### config.mk
export PLATFORM = sky130hd
export DESIGN_NAME = lsu
export DESIGN_NICKNAME = d
export VERILOG_FILES = /design/src/rtl/core_pkg.sv /design/src/rtl/lsu_align.sv /design/src/rtl/lsu.sv
export SDC_FILE = /design/constraint.sdc
export NUM_CORES = 1
export LEC_CHECK = 0
export BUFFER_PORTS_ARGS = -buffer_cell sky130_fd_sc_hd__buf_4
export CAP_MARGIN = 10
export CORE_AREA = 5 5 79 153
export CTS_CLUSTER_SIZE = 12
export DETAILED_ROUTE_END_ITERATION = 16
export DIE_AREA = 0 0 84 158
export PLACE_DENSITY = 0.9
export SLEW_MARGIN = 10
export SYNTH_ARGS = -nofsm -noshare
export SYNTH_HDL_FRONTEND = slang
export SYNTH_HIERARCHICAL = 1
export SYNTH_SLANG_ARGS = --single-unit
### constraint.sdc
create_clock -name clk -period 7.9 [get_ports clk]
set_input_delay 0.395 -clock clk [delete_from_list [all_inputs] [get_ports clk]]
set_output_delay 0.395 -clock clk [all_outputs]
set_load 0.05 [all_outputs]
### src/rtl/core_pkg.sv
// Shared core definitions: RV32I load/store funct3 codes and the LSU state encoding.
package core_pkg;

   localparam int unsigned XLEN = 32;
   localparam int unsigned STRB_W = XLEN / 8;

   // RV32I load/store width and sign codes
   localparam logic [2:0] F3_B  = 3'b000;
   localparam logic [2:0] F3_H  = 3'b001;
   localparam logic [2:0] F3_W  = 3'b010;
   localparam logic [2:0] F3_BU = 3'b100;
   localparam logic [2:0] F3_HU = 3'b101;

   typedef enum logic [1:0] {
      ST_IDLE = 2'd0,
      ST_REQ  = 2'd1,
      ST_RESP = 2'd2
   } lsu_state_t;

endpackage : core_pkg

### src/rtl/lsu_align.sv
// Combinational lane logic for the LSU.
//   funct3/offset/is_load : access width, byte offset within the word, direction
//   store_val             : rs2 value, replicated onto the byte lanes as wdata
//   rdata                 : bus read word, from which ldata is extracted and extended
//   wstrb                 : byte enables for stores
//   bad                   : funct3 illegal for the direction, or address misaligned
module lsu_align
   import core_pkg::*;
(
   input  logic [2:0]        funct3,
   input  logic [1:0]        offset,
   input  logic              is_load,
   input  logic [XLEN-1:0]   store_val,
   input  logic [XLEN-1:0]   rdata,
   output logic [XLEN-1:0]   wdata,
   output logic [STRB_W-1:0] wstrb,
   output logic [XLEN-1:0]   ldata,
   output logic              bad
);

   logic [7:0]  byte_v;
   logic [15:0] half_v;

   // Byte and halfword selected from the read word by the offset
   always_comb begin
      byte_v = rdata[7:0];
      case (offset)
         2'd0:    byte_v = rdata[7:0];
         2'd1:    byte_v = rdata[15:8];
         2'd2:    byte_v = rdata[23:16];
         default: byte_v = rdata[31:24];
      endcase
      half_v = offset[1] ? rdata[31:16] : rdata[15:0];
   end

   // Lane placement, extension and legality per funct3
   always_comb begin
      wdata = store_val;
      wstrb = 4'b1111;
      ldata = rdata;
      bad   = 1'b0;
      case (funct3)
         F3_B: begin
            wdata = {4{store_val[7:0]}};
            wstrb = 4'b0001 << offset;
            ldata = {{24{byte_v[7]}}, byte_v};
         end
         F3_H: begin
            wdata = {2{store_val[15:0]}};
            wstrb = 4'b0011 << offset;
            ldata = {{16{half_v[15]}}, half_v};
            bad   = offset[0];
         end
         F3_W: begin
            bad = |offset;
         end
         F3_BU: begin
            ldata = {24'h0, byte_v};
            bad   = !is_load;
         end
         F3_HU: begin
            ldata = {16'h0, half_v};
            bad   = !is_load || offset[0];
         end
         default: begin
            bad = 1'b1;
         end
      endcase
   end

endmodule : lsu_align

### src/rtl/lsu.sv
// Load/store unit: one word-aligned bus transaction per accepted request, with
// legality checks, a ready timeout and sign/zero-extended load data.
//   clk, rst_n            : clock, synchronous active-low reset
//   start/is_load/is_store/funct3/addr/store_val : request from the core
//   busy, done, err, load_data                   : status and result to the core
//   mem_req/we/addr/wdata/wstrb, mem_ready/rdata : memory bus
module lsu
   import core_pkg::*;
#(
   parameter int unsigned TIMEOUT = 16,
   parameter int unsigned ADDR_W  = 32
) (
   input  logic              clk,
   input  logic              rst_n,
   input  logic              start,
   input  logic              is_load,
   input  logic              is_store,
   input  logic [2:0]        funct3,
   input  logic [ADDR_W-1:0] addr,
   input  logic [31:0]       store_val,
   output logic              busy,
   output logic              done,
   output logic              err,
   output logic [31:0]       load_data,
   output logic              mem_req,
   output logic              mem_we,
   output logic [ADDR_W-1:0] mem_addr,
   output logic [31:0]       mem_wdata,
   output logic [3:0]        mem_wstrb,
   input  logic              mem_ready,
   input  logic [31:0]       mem_rdata
);

   localparam int unsigned CNT_W    = (TIMEOUT == 0) ? 1 : $clog2(TIMEOUT + 1);
   localparam int unsigned CNT_MAX  = (TIMEOUT == 0) ? 1 : TIMEOUT;
   localparam int unsigned CNT_LAST = (TIMEOUT == 0) ? 0 : TIMEOUT - 1;

   lsu_state_t        state_q, state_d;
   logic [2:0]        f3_q, f3_d;
   logic [1:0]        off_q, off_d;
   logic              is_ld_q, is_ld_d;
   logic              hold_q, hold_d;
   logic [CNT_W-1:0]  cnt_q, cnt_d;
   logic              busy_q, busy_d;
   logic              done_q, done_d;
   logic              err_q, err_d;
   logic [31:0]       load_data_q, load_data_d;
   logic              mem_req_q, mem_req_d;
   logic              mem_we_q, mem_we_d;
   logic [ADDR_W-1:0] mem_addr_q, mem_addr_d;
   logic [31:0]       mem_wdata_q, mem_wdata_d;
   logic [3:0]        mem_wstrb_q, mem_wstrb_d;

   logic [2:0]        a_f3;
   logic [1:0]        a_off;
   logic              a_ld;
   logic [31:0]       a_wdata;
   logic [3:0]        a_wstrb;
   logic [31:0]       a_ldata;
   logic              a_bad;

   // Lane logic sees the live request in IDLE and the latched access afterwards
   always_comb begin
      if (state_q == ST_IDLE) begin
         a_f3  = funct3;
         a_off = addr[1:0];
         a_ld  = is_load;
      end else begin
         a_f3  = f3_q;
         a_off = off_q;
         a_ld  = is_ld_q;
      end
   end

   lsu_align u_align (
      .funct3    (a_f3),
      .offset    (a_off),
      .is_load   (a_ld),
      .store_val (store_val),
      .rdata     (mem_rdata),
      .wdata     (a_wdata),
      .wstrb     (a_wstrb),
      .ldata     (a_ldata),
      .bad       (a_bad)
   );

   // State and output registers
   always_ff @(posedge clk) begin
      if (!rst_n) begin
         state_q     <= ST_IDLE;
         f3_q        <= 3'b000;
         off_q       <= 2'b00;
         is_ld_q     <= 1'b0;
         hold_q      <= 1'b0;
         cnt_q       <= '0;
         busy_q      <= 1'b0;
         done_q      <= 1'b0;
         err_q       <= 1'b0;
         load_data_q <= 32'h0;
         mem_req_q   <= 1'b0;
         mem_we_q    <= 1'b0;
         mem_addr_q  <= '0;
         mem_wdata_q <= 32'h0;
         mem_wstrb_q <= 4'h0;
      end else begin
         state_q     <= state_d;
         f3_q        <= f3_d;
         off_q       <= off_d;
         is_ld_q     <= is_ld_d;
         hold_q      <= hold_d;
         cnt_q       <= cnt_d;
         busy_q      <= busy_d;
         done_q      <= done_d;
         err_q       <= err_d;
         load_data_q <= load_data_d;
         mem_req_q   <= mem_req_d;
         mem_we_q    <= mem_we_d;
         mem_addr_q  <= mem_addr_d;
         mem_wdata_q <= mem_wdata_d;
         mem_wstrb_q <= mem_wstrb_d;
      end
   end

   // Next-state and next-output logic
   always_comb begin
      state_d     = state_q;
      f3_d        = f3_q;
      off_d       = off_q;
      is_ld_d     = is_ld_q;
      hold_d      = hold_q;
      cnt_d       = cnt_q;
      done_d      = 1'b0;
      err_d       = err_q;
      load_data_d = load_data_q;
      mem_we_d    = mem_we_q;
      mem_addr_d  = mem_addr_q;
      mem_wdata_d = mem_wdata_q;
      mem_wstrb_d = mem_wstrb_q;

      case (state_q)
         ST_IDLE: begin
            if (start) begin
               f3_d    = funct3;
               off_d   = addr[1:0];
               is_ld_d = is_load;
               err_d   = 1'b0;
               if ((is_load == is_store) || a_bad) begin
                  // Rejected without touching the bus; one extra RESP cycle
                  // keeps done at the same latency as a zero-wait access.
                  state_d = ST_RESP;
                  err_d   = 1'b1;
                  hold_d  = 1'b1;
               end else begin
                  state_d     = ST_REQ;
                  cnt_d       = '0;
                  mem_addr_d  = {addr[ADDR_W-1:2], 2'b00};
                  mem_we_d    = is_store;
                  mem_wdata_d = is_store ? a_wdata : 32'h0;
                  mem_wstrb_d = is_store ? a_wstrb : 4'h0;
               end
            end
         end
         ST_REQ: begin
            if (mem_ready) begin
               state_d = ST_RESP;
               done_d  = 1'b1;
               err_d   = 1'b0;
               if (is_ld_q) begin
                  load_data_d = a_ldata;
               end
            end else if ((TIMEOUT != 0) && (cnt_q == CNT_W'(CNT_LAST))) begin
               state_d     = ST_RESP;
               done_d      = 1'b1;
               err_d       = 1'b1;
               load_data_d = 32'h0;
            end else if (cnt_q != CNT_W'(CNT_MAX)) begin
               cnt_d = cnt_q + CNT_W'(1);
            end
         end
         ST_RESP: begin
            if (hold_q) begin
               hold_d = 1'b0;
               done_d = 1'b1;
            end else begin
               state_d = ST_IDLE;
            end
         end
         default: begin
            state_d = ST_IDLE;
            hold_d  = 1'b0;
         end
      endcase

      busy_d    = (state_d != ST_IDLE);
      mem_req_d = (state_d == ST_REQ);
   end

   assign busy      = busy_q;
   assign done      = done_q;
   assign err       = err_q;
   assign load_data = load_data_q;
   assign mem_req   = mem_req_q;
   assign mem_we    = mem_we_q;
   assign mem_addr  = mem_addr_q;
   assign mem_wdata = mem_wdata_q;
   assign mem_wstrb = mem_wstrb_q;

endmodule : lsu
**Word level (Yosys, flattened, before mapping)**

Index checks and enable logic that the tools add are counted.

- Add/sub/neg operators: 1
- Equality and inequality tests: 20
- Shift operators: 2
- Mux-type cells: 38
- Bitwise gates (word level): 2
- Reduce and logical (&&, ||, !) cells: 16

Operators by type and width:

| operator | count |
|---|---|
| $mux 32 | 4 |
| $pmux 32 s4 | 1 |
| $pmux 32 s2 | 1 |
| $mux 5 | 5 |
| $pmux 8 s3 | 1 |
| $mux 16 | 1 |
| $mux 2 | 6 |
| $reduce_and 3->1 | 4 |
| $mux 1 | 10 |
| $ne 2x2->1 const B | 5 |
| $pmux 5 s2 | 1 |
| $pmux 4 s2 | 1 |
| $eq 2x1->1 const B | 3 |
| $eq 3x3->1 const B | 2 |
| $pmux 1 s2 | 3 |
| $pmux 2 s3 | 1 |
| $reduce_and 6->1 | 1 |
| $reduce_bool 2->1 | 3 |
| $add 5x1->5 const B | 1 |
| $eq 5x4->1 const B | 1 |
| $ne 5x5->1 const B | 1 |
| $pmux 1 s5 | 1 |
| $eq 2x2->1 const B | 2 |
| $logic_not 2->1 | 2 |
| other kinds (15) | 18 |

- Flip-flop bits (word level): 117
- Input port bits: 105
- Output and inout bits: 105

**Logic depth before layout (Yosys ltp)**

Gate-level depths: netlist of run 1.

- Word-level depth: 10
- Gate-level depth with buffers: 14

**Cells and area by module**

The synthesis of run 1 kept the hierarchy.

By module, submodules not included:

| module | instances | cells each | area each (sq um) | sequential area each (sq um) |
|---|---|---|---|---|
| lsu | 1 | 562 | 4556.9 | 2342.2 |
| lsu_align | 1 | 173 | 1109.8 | 0.0 |

**Worst setup path after synthesis of run 1**

No wires, ideal clock.

- Kind: reg2reg
- Start point: register state_q[0]
- End point: register mem_wdata_q[0] (netlist: mem_wdata[0])
- Arrival: 3.106 ns
- Data required time: 7.768 ns
- Setup slack: 4.662 ns
- Stages on the path, launching flop included: 15
- Path buffers: 6
- Period minus slack after synthesis: 3.238 ns
- Cells stage by stage: dfxtp_1 > inv_1 > ha_1 > clkbuf_1 > mux2_2 > buf_2 > clkbuf_1 > a221oi_1 > a21oi_1 > or3_1 > clkbuf_1 > buf_2 > buf_2 > nand2_1 > a21oi_1

- Elaborated cells between the ends (all ways): 16
- Classes of those cells: 4 x eq/ne; 4 x mux; 1 x bitwise; 7 x reduce/logical

RTL lines:

| what | RTL line | text |
|---|---|---|
| start: declaration | lsu.sv:38 | `lsu_state_t state_q, state_d;` |
| start signal: assignment | lsu.sv:106 | `state_q <= state_d;` |
| $logic_not 2->1 * | lsu.sv:64 | `if (state_q == ST_IDLE) begin` |
| $mux 3 * | lsu.sv:64 |  |
| named net a_f3[0] | lsu.sv:54 | `logic [2:0] a_f3;` |
| $eq 3x3->1 (tied with other cells) | lsu_align.sv:42 | `case (funct3)` |
| $pmux 1 s5 * | lsu_align.sv:42 |  |
| named net a_bad | lsu.sv:60 | `logic a_bad;` |
| $logic_or 1x1->1 * | lsu.sv:147 | `if ((is_load == is_store) \|\| a_bad) begin` |
| $not 1->1 (no source line) * | n/a |  |
| $reduce_and 3->1 (no source line) * | n/a |  |
| end signal: assignment | lsu.sv:119 | `mem_wdata_q <= mem_wdata_d;` |
| end: declaration | lsu.sv:51 | `logic [31:0] mem_wdata_q, mem_wdata_d;` |

Mark *: on every way through the listed nets, which the timed path passes. The rest lies on a longest branch.
A chain may end at the register's enable or synchronous reset.

**Worst setup path in the final report of run 1**

- Start point: register state_q[0]
- End point: register busy_q (netlist: busy)

- Elaborated cells between the ends (all ways): 23
- Classes of those cells: 6 x eq/ne; 10 x mux; 7 x reduce/logical

RTL lines:

| what | RTL line | text |
|---|---|---|
| $logic_not 2->1 * | lsu.sv:64 |  |
| $mux 3 * | lsu.sv:64 |  |
| named net a_f3[1] | lsu.sv:54 |  |
| $eq 3x3->1 (tied with other cells) | lsu_align.sv:42 |  |
| $pmux 1 s5 * | lsu_align.sv:42 |  |
| named net a_bad | lsu.sv:60 |  |
| $logic_or 1x1->1 * | lsu.sv:147 |  |
| $mux 2 * | lsu.sv:147 |  |
| $mux 2 * | lsu.sv:142 | `if (start) begin` |
| $pmux 2 s3 * | lsu.sv:140 | `case (state_q)` |
| $reduce_bool 2->1 * | lsu.sv:194 | `busy_d = (state_d != ST_IDLE);` |
| end signal: assignment | lsu.sv:112 | `busy_q <= busy_d;` |
| end: declaration | lsu.sv:44 | `logic busy_q, busy_d;` |

Marked as above.

==> results.json, run 1 <==
{
  "start_util": 0.5242,
  "stdcell_count": 1045,
  "cts.sinks": 117,
  "syn2layout_area_growth_pct": 34.95,
  "syn_avg_cell_area_um2": 7.710,
  "avgViaCountPerCell": 5.671,
  "max_freq_mhz": 283.9,
  "synth-main-ff-cell": "dfxtp_1",
  "required_ps": 8190,
  "critPathCaptureType": "register",
  "power_density_mw_per_mm2": 233.3,
  "pin_count": 210,
  "hold_ws_ps": 231.5,
  "synth.distinct_cells": 52,
  "max_stage_delay_ps": 730,
  "finalSetupTns_ps": 0,
  "dieHeight_um": 158,
  "die-area_mm2": 0.01327,
  "p_leak_nw": 3.178,
  "synth-edff-count": 0,
  "die_w_um": 84,
  "crit_path_start_kind": "register",
  "holdCritPathClass": "in2reg",
  "worst_pin_slew_ps": 1163,
  "worstPathArrival_ps": 3810,
  "worst_clock_skew_ps": 9.418,
  "crit_buf_inv": 2,
  "worst_r2r_path_depth": 9,
  "rows": 54,
  "drtAntennaViolNets": 0,
  "crit_slowest_cell": "mux2_2",
  "ctsHoldBuffers": 0,
  "grt_use_total": 0.2622,
  "synth_seq_cells": 117,
  "cts_setup_buffers": 0,
  "finalHoldViolations": 0,
  "ys.warnings.count": 6,
  "clk_latency_ps": 410,
  "drt-total-wl_um": 17880,
  "clockRootBuffer": "clkbuf_16",
  "final_nets": 1004,
  "fin_crit_ps": 3523,
  "grt_pass1_vias": 5677,
  "outcome": "completed",
  "slew_viol_final": 0,
  "drt_iter0_markers": 393,
  "core_mm2": 0.01081,
  "dpl.cell_count": 1013,
  "htree_levels": 4,
  "max-slew-margin-rel": 0.2244,
  "antenna_found_initial": 0,
  "path_cells": "inv_1 -> ha_1 -> mux2_2 -> a221oi_1 -> a21oi_1 -> or3_2 -> buf_4 -> a21oi_1 -> or2_2",
  "cts_tree": "built",
  "grt_pass1_wl_um": 27820,
  "synth_area_mm2": 0.005667,
  "layout-drive-gt1-share": 0.3116,
  "n_antenna_cell": 0,
  "critPathKind": "reg2reg",
  "cp_top_family": "multiplexers",
  "wl_per_cell_um": 17.11,
  "async_reset_ff_frac": 0,
  "max_cap_violations": 0,
  "cts_resized": 0,
  "drtPass1Iterations": 6,
  "cts.path.max_buffers": 2,
  "crit_fanout": 68,
  "cts_buffers": 17,
  "cp_common_cell": "a21oi_1",
  "drc": 0,
  "grt.overflow.total": 0,
  "gp_congestion": 0.9221,
  "path_clk_slew_ps": 60,
  "vias": 5926,
  "rsz0062_at_grt": "false",
  "path_depth": 9,
  "synth_seq_area_share": 0.4133,
  "io_buffers": 207,
  "ir_drop_uv": 171.7,
  "grt_max_degree": 110,
  "syn_inst": 735,
  "setup_viol": 0,
  "hpwl_um": 12700,
  "finalCritPeriodShare": 0.4459,
  "min_path_cells": 3
}
[cells in the mapped netlist, types with 4 or more instances]
master / count / area share
clkbuf_1: 51 / 0.034
nand4_1: 34 / 0.038
inv_1: 12 / 0.0079
mux2_2: 28 / 0.056
nand2_1: 188 / 0.12
nor2b_1: 6 / 0.0066
o21ai_0: 20 / 0.018
a22oi_1: 7 / 0.0093
buf_6: 4 / 0.0079
buf_2: 6 / 0.0053
dfxtp_1: 117 / 0.41
buf_4: 14 / 0.019
nand3_1: 39 / 0.034
mux2i_1: 9 / 0.016
nor2_1: 15 / 0.0099
a221o_1: 5 / 0.0088
a21oi_1: 128 / 0.11
ha_1: 7 / 0.015
[area by class of cell]
type,instances,area (µm²)
Fill cell,863,3163
Multi-Input combinational cell,531,2917
Sequential cell,117,2342
Timing Repair Buffer,212,1592
Clock buffer,21,470.5
Tap cell,140,175.2
Clock inverter,11,101.3
Inverter,13,50.05
[cell families (layout without fill, tap and decap cells)]
| group | after synthesis | in the layout | share of synthesized area |
|---|---|---|---|
| simple gates | 302 | 302 | 0.2378 |
| compound gates | 181 | 181 | 0.1815 |
| flops | 117 | 117 | 0.4133 |
| buf+inv | 88 | 257 | 0.07419 |
| mux | 38 | 38 | 0.07551 |
| fa+ha+maj | 7 | 7 | 0.01546 |
| other cells | 1 | 2 | 0.0006618 |
| xor+xnor | 1 | 1 | 0.001546 |
[registers in the layout, summed over array words and instances (netlist names)]
signal and cells:
off_q 2, done 1, mem_wdata 32, err 1
cnt_q 5, mem_addr 30, mem_wstrb 4, mem_we 1
load_data 32, f3_q 3, is_ld_q 1, hold_q 1
busy 1, state_q 2, mem_req 1
[worst register-to-register path, stage by stage (launching register included)]
cell and delay (ps):
dfxtp_1 340, inv_1 100, ha_1 490, mux2_2 740, a221oi_1 120, a21oi_1 350, or3_2 190, buf_4 540
a21oi_1 210, or2_2 330
[layout by cell type, fill, tap and decap left out, drive strengths merged, types with 2 or more instances in the layout]
cell      count
a22oi         7
mux2i         9
nand2       188
a221o         5
nand3        39
clkinvlp      4
a21oi       128
o21ai        20
ha            7
a31oi         3
clkinv        6
nand2b        3
nand4        34
nor2         15
and2          3
dfxtp       117
inv          13
nor3          4
buf         212
conb          2
o31ai         3
clkbuf       21
nor2b         6
o211ai        2
mux2         28
o22ai         2
[metal layers]
layer	GRT usage	vias to the layer above	part of all wire	wire, µm
li1	-	2849	-	-
met1	0.2655	2710	0.33	5978
met2	0.4759	291	0.54	9640
met3	0.07292	76	0.070	1253
met4	0.1549	0	0.056	1004
met5	0	-	0	0
[power breakdown]
| group | internal, mW | leakage [nW] | switching (mW) |
|---|---|---|---|
| clock network | 0.457 | 0.271 | 0.275 |
| logic | 0.150 | 1.96 | 0.269 |
| registers | 0.615 | 0.947 | 0.0175 |
[path summary, 6_finish.rpt]
| check | startpoint | end | slack [ps] |
|---|---|---|---|
| max reg2reg | state_q[0]$_SDFF_PN0_ | busy$_SDFF_PN0_ | 4380 |
| max | state_q[0]$_SDFF_PN0_ | busy$_SDFF_PN0_ | 4380 |
| min reg2reg | load_data[6]$_SDFFE_PN0P_ | load_data[6]$_SDFFE_PN0P_ | 450 |
| min | addr[15] | mem_addr[15]$_SDFFE_PN0P_ | 230 |
[stage by stage]
stage / power (mW) / util / worst slack, ps / instance area, µm²
2_1_floorplan: 0.9414 / - / 4662 / 5670
3_3_place_gp: 1.052 / 0.6545 / 4532 / 7076
3_5_place_dp: 1.058 / 0.6545 / 4462 / 7076
4_1_cts: 1.788 / 0.7074 / 4428 / 7647
5_1_grt: 1.856 / 0.7074 / 4122 / 7647
6_report: 1.784 / 0.7074 / 4378 / 7647
Power figures use the tool's default switching activity.
==> inputs of run 2 (changes only) <==
--- a/config.mk
+++ b/config.mk
@@ -5,13 +5,14 @@
 export SDC_FILE = /design/constraint.sdc
 export NUM_CORES = 1
 export LEC_CHECK = 0
+export ABC_AREA = 1
 export BUFFER_PORTS_ARGS = -buffer_cell sky130_fd_sc_hd__buf_4
 export CAP_MARGIN = 10
-export CORE_AREA = 5 5 79 153
+export CORE_AREA = 5 5 88 171
 export CTS_CLUSTER_SIZE = 12
 export DETAILED_ROUTE_END_ITERATION = 16
-export DIE_AREA = 0 0 84 158
-export PLACE_DENSITY = 0.9
+export DIE_AREA = 0 0 93 176
+export PLACE_DENSITY = 0.8
 export SLEW_MARGIN = 10
 export SYNTH_ARGS = -nofsm -noshare
 export SYNTH_HDL_FRONTEND = slang
==> constraint.sdc (replaced) <==
create_clock -name clk -period 2.9 [get_ports clk]
set_input_delay 0.145 -clock clk [delete_from_list [all_inputs] [get_ports clk]]
set_output_delay 0.145 -clock clk [all_outputs]
set_load 0.05 [all_outputs]
==> results.json, run 2 <==
{
  "syn2layout_area_growth_pct": 40.57,
  "cts.path.max_buffers": 2,
  "stdcell_count": 1243,
  "p_leak_nw": 4.034,
  "crit_path_start_kind": "register",
  "dieHeight_um": 176,
  "drc": 0,
  "finish.utilization": 0.6288,
  "worst_pin_slew_ps": 614.9,
  "setup_viol": 0,
  "drt_iter0_markers": 330,
  "critPathKind": "reg2reg",
  "power_mw": 5.470,
  "core_mm2": 0.01351,
  "ir_drop_uv": 434.0,
  "dpl.cell_count": 1170,
  "drtPass1Iterations": 5,
  "grt_max_degree": 49,
  "finalCritPeriodShare": 0.9008,
  "finalHoldViolations": 0,
  "rsz0062_at_grt": "false",
  "power_density_mw_per_mm2": 643.7,
  "max_freq_mhz": 382.8,
  "clk_latency_ps": 400,
  "synth_seq_cells": 117,
  "synthTopCellsByCount": "nand2_1, dfxtp_1, a21oi_1, nor2_1, o21ai_0",
  "synth_top_area_share": 0.3875,
  "syn_avg_cell_area_um2": 7.078,
  "grt_pass1_vias": 6147,
  "yosys.area.top_type": "dfxtp_1",
  "final_nets": 1187,
  "synth-main-ff-cell": "dfxtp_1",
  "rows": 60,
  "drtAntennaViolNets": 0,
  "slew_viol_final": 0,
  "max_cap_violations": 0,
  "pin_count": 210,
  "required_ps": 3190,
  "die-area_mm2": 0.01637,
  "drt-total-wl_um": 18730,
  "cts_tree": "built",
  "final_common_cell": "nand2_1",
  "vias": 6266,
  "die_w_um": 93,
  "layout_common_cells": "nand2_1, buf_4, dfxtp_1",
  "ys.warnings.count": 6,
  "start_util": 0.4473,
  "synth.most_common_cell": "nand2_1",
  "io_buffers": 207,
  "finalSetupTns_ps": 0,
  "layout-drive-gt1-share": 0.3199,
  "synth_area_mm2": 0.006045,
  "gp_congestion": 0.8671,
  "cts.sinks": 117,
  "holdCritPathClass": "in2reg",
  "cts_buffers": 17,
  "critPathCaptureType": "register",
  "syn_inst": 854,
  "crit_fanout": 37,
  "synth_seq_area_share": 0.3875,
  "wl_per_cell_um": 15.07,
  "grt.overflow.total": 0,
  "yosys-top-cells-area": "dfxtp_1, nand2_1, a21oi_1",
  "async_reset_ff_frac": 0,
  "hpwl_um": 13080,
  "avgViaCountPerCell": 5.041,
  "max-slew-margin-rel": 0.5891,
  "fin_crit_ps": 2612,
  "synth.distinct_cells": 38,
  "htree_levels": 4,
  "worst_clock_skew_ps": 10.46,
  "antenna_found_initial": 0,
  "path_clk_slew_ps": 60,
  "n_antenna_cell": 0,
  "worstPathArrival_ps": 2900,
  "grt_use_total": 0.2298,
  "grt_pass1_wl_um": 30040,
  "synth-edff-count": 0,
  "clockRootBuffer": "clkbuf_16",
  "outcome": "completed"
}
==> run 2: changes by cell type in the layout (fill, tap and decap cells not counted), moves of 21 or more <==
cell / change
a21oi_2: +21
o21ai_0: +37
mux2_2: -28
nor2_1: +61
dlygate4sd3_1: +38
nand4_1: -33
inv_1: +39
a21oi_1: -53
nand2_2: +26
nand2_1: +68
==> run 2: metal layers <==
metal | up-vias | GRT usage | share of wire
met4 | 0 | 0.1498 | 0.060
met2 | 237 | 0.4005 | 0.52
li1 | 3154 | - | -
met3 | 67 | 0.05373 | 0.065
met1 | 2808 | 0.2425 | 0.35
met5 | - | 0 | 0
==> run 2: logic make-up (layout without fill, tap and decap cells) <==
group	after synthesis	after routing	share of synthesized area
other cells	1	2	0.0006204
compound gates	169	169	0.1598
fa+ha+maj	7	7	0.01449
simple gates	439	440	0.3285
flops	117	117	0.3875
buf+inv	121	353	0.1091
==> run 2: metrics by stage <==
| step | instance area, µm² | hold slack [ps] | setup slack, ps |
|---|---|---|---|
| after floorplan | 6048 | 273.2 | 296.6 |
| after detailed placement | 7518 | 371.7 | 12.88 |
| after global routing | 8497 | 42.65 | 10.14 |
| final | 8497 | 39.14 | 287.8 |
| after CTS | 8467 | 25.32 | 48.45 |
| after global placement | 7518 | 366.5 | 140.7 |
==> run 2: worst paths after layout <==
| path | startpoint | endpoint | slack [ps] | depth (start not counted) |
|---|---|---|---|---|
| max reg2reg | state_q[0]$_SDFF_PN0_ | busy$_SDFF_PN0_ | 290 | 17 |
| min | addr[1] | off_q[1]$_SDFFE_PN0P_ | 40 | 3 |
| min reg2reg | f3_q[0]$_SDFFE_PN0P_ | f3_q[0]$_SDFFE_PN0P_ | 450 | 2 |
| max | state_q[0]$_SDFF_PN0_ | busy$_SDFF_PN0_ | 290 | 17 |
==> run 2: report_power, final <==
part           total, mW  switching, mW  internal (mW)
clock               1.97          0.842           1.13
sequential          1.79         0.0641           1.73
combinational       1.71           1.13          0.579
total               5.47           2.04           3.43
==> run 2: critical path, stage by stage, from the launching register on <==
cell and delay (ps):
dfxtp_1 380, inv_1 80, ha_1 290, buf_4 180, nand2_1 50, o21ai_0 70
or2_2 300, o21ai_0 130, o21ai_0 100, nand2_1 70, inv_1 60, nand3_4 150
nor2_8 60, inv_2 120, buf_12 210, nand2_1 70, nand2_1 100, nand2_1 60
==> run 2: area by class of cell <==
type / instances / area [µm²]
clock buffer: 17 / 425.4
clock inverter: 15 / 131.4
fill: 1191 / 5016
inverter: 60 / 255.2
multi-input combinational: 618 / 3062
sequential: 117 / 2342
tap: 155 / 193.9
timing repair buffer: 261 / 2087
==> run 2: repair_timing <==
action / CTS / global route
resized for setup: 0 / 5
pin swaps: 1 / 1
setup endpoints to repair: 2 / 44
endpoints found under the hold margin: 38 / 0
buffers inserted: 0 / 2
gates cloned: 1 / 0
hold buffers: 38 / 0
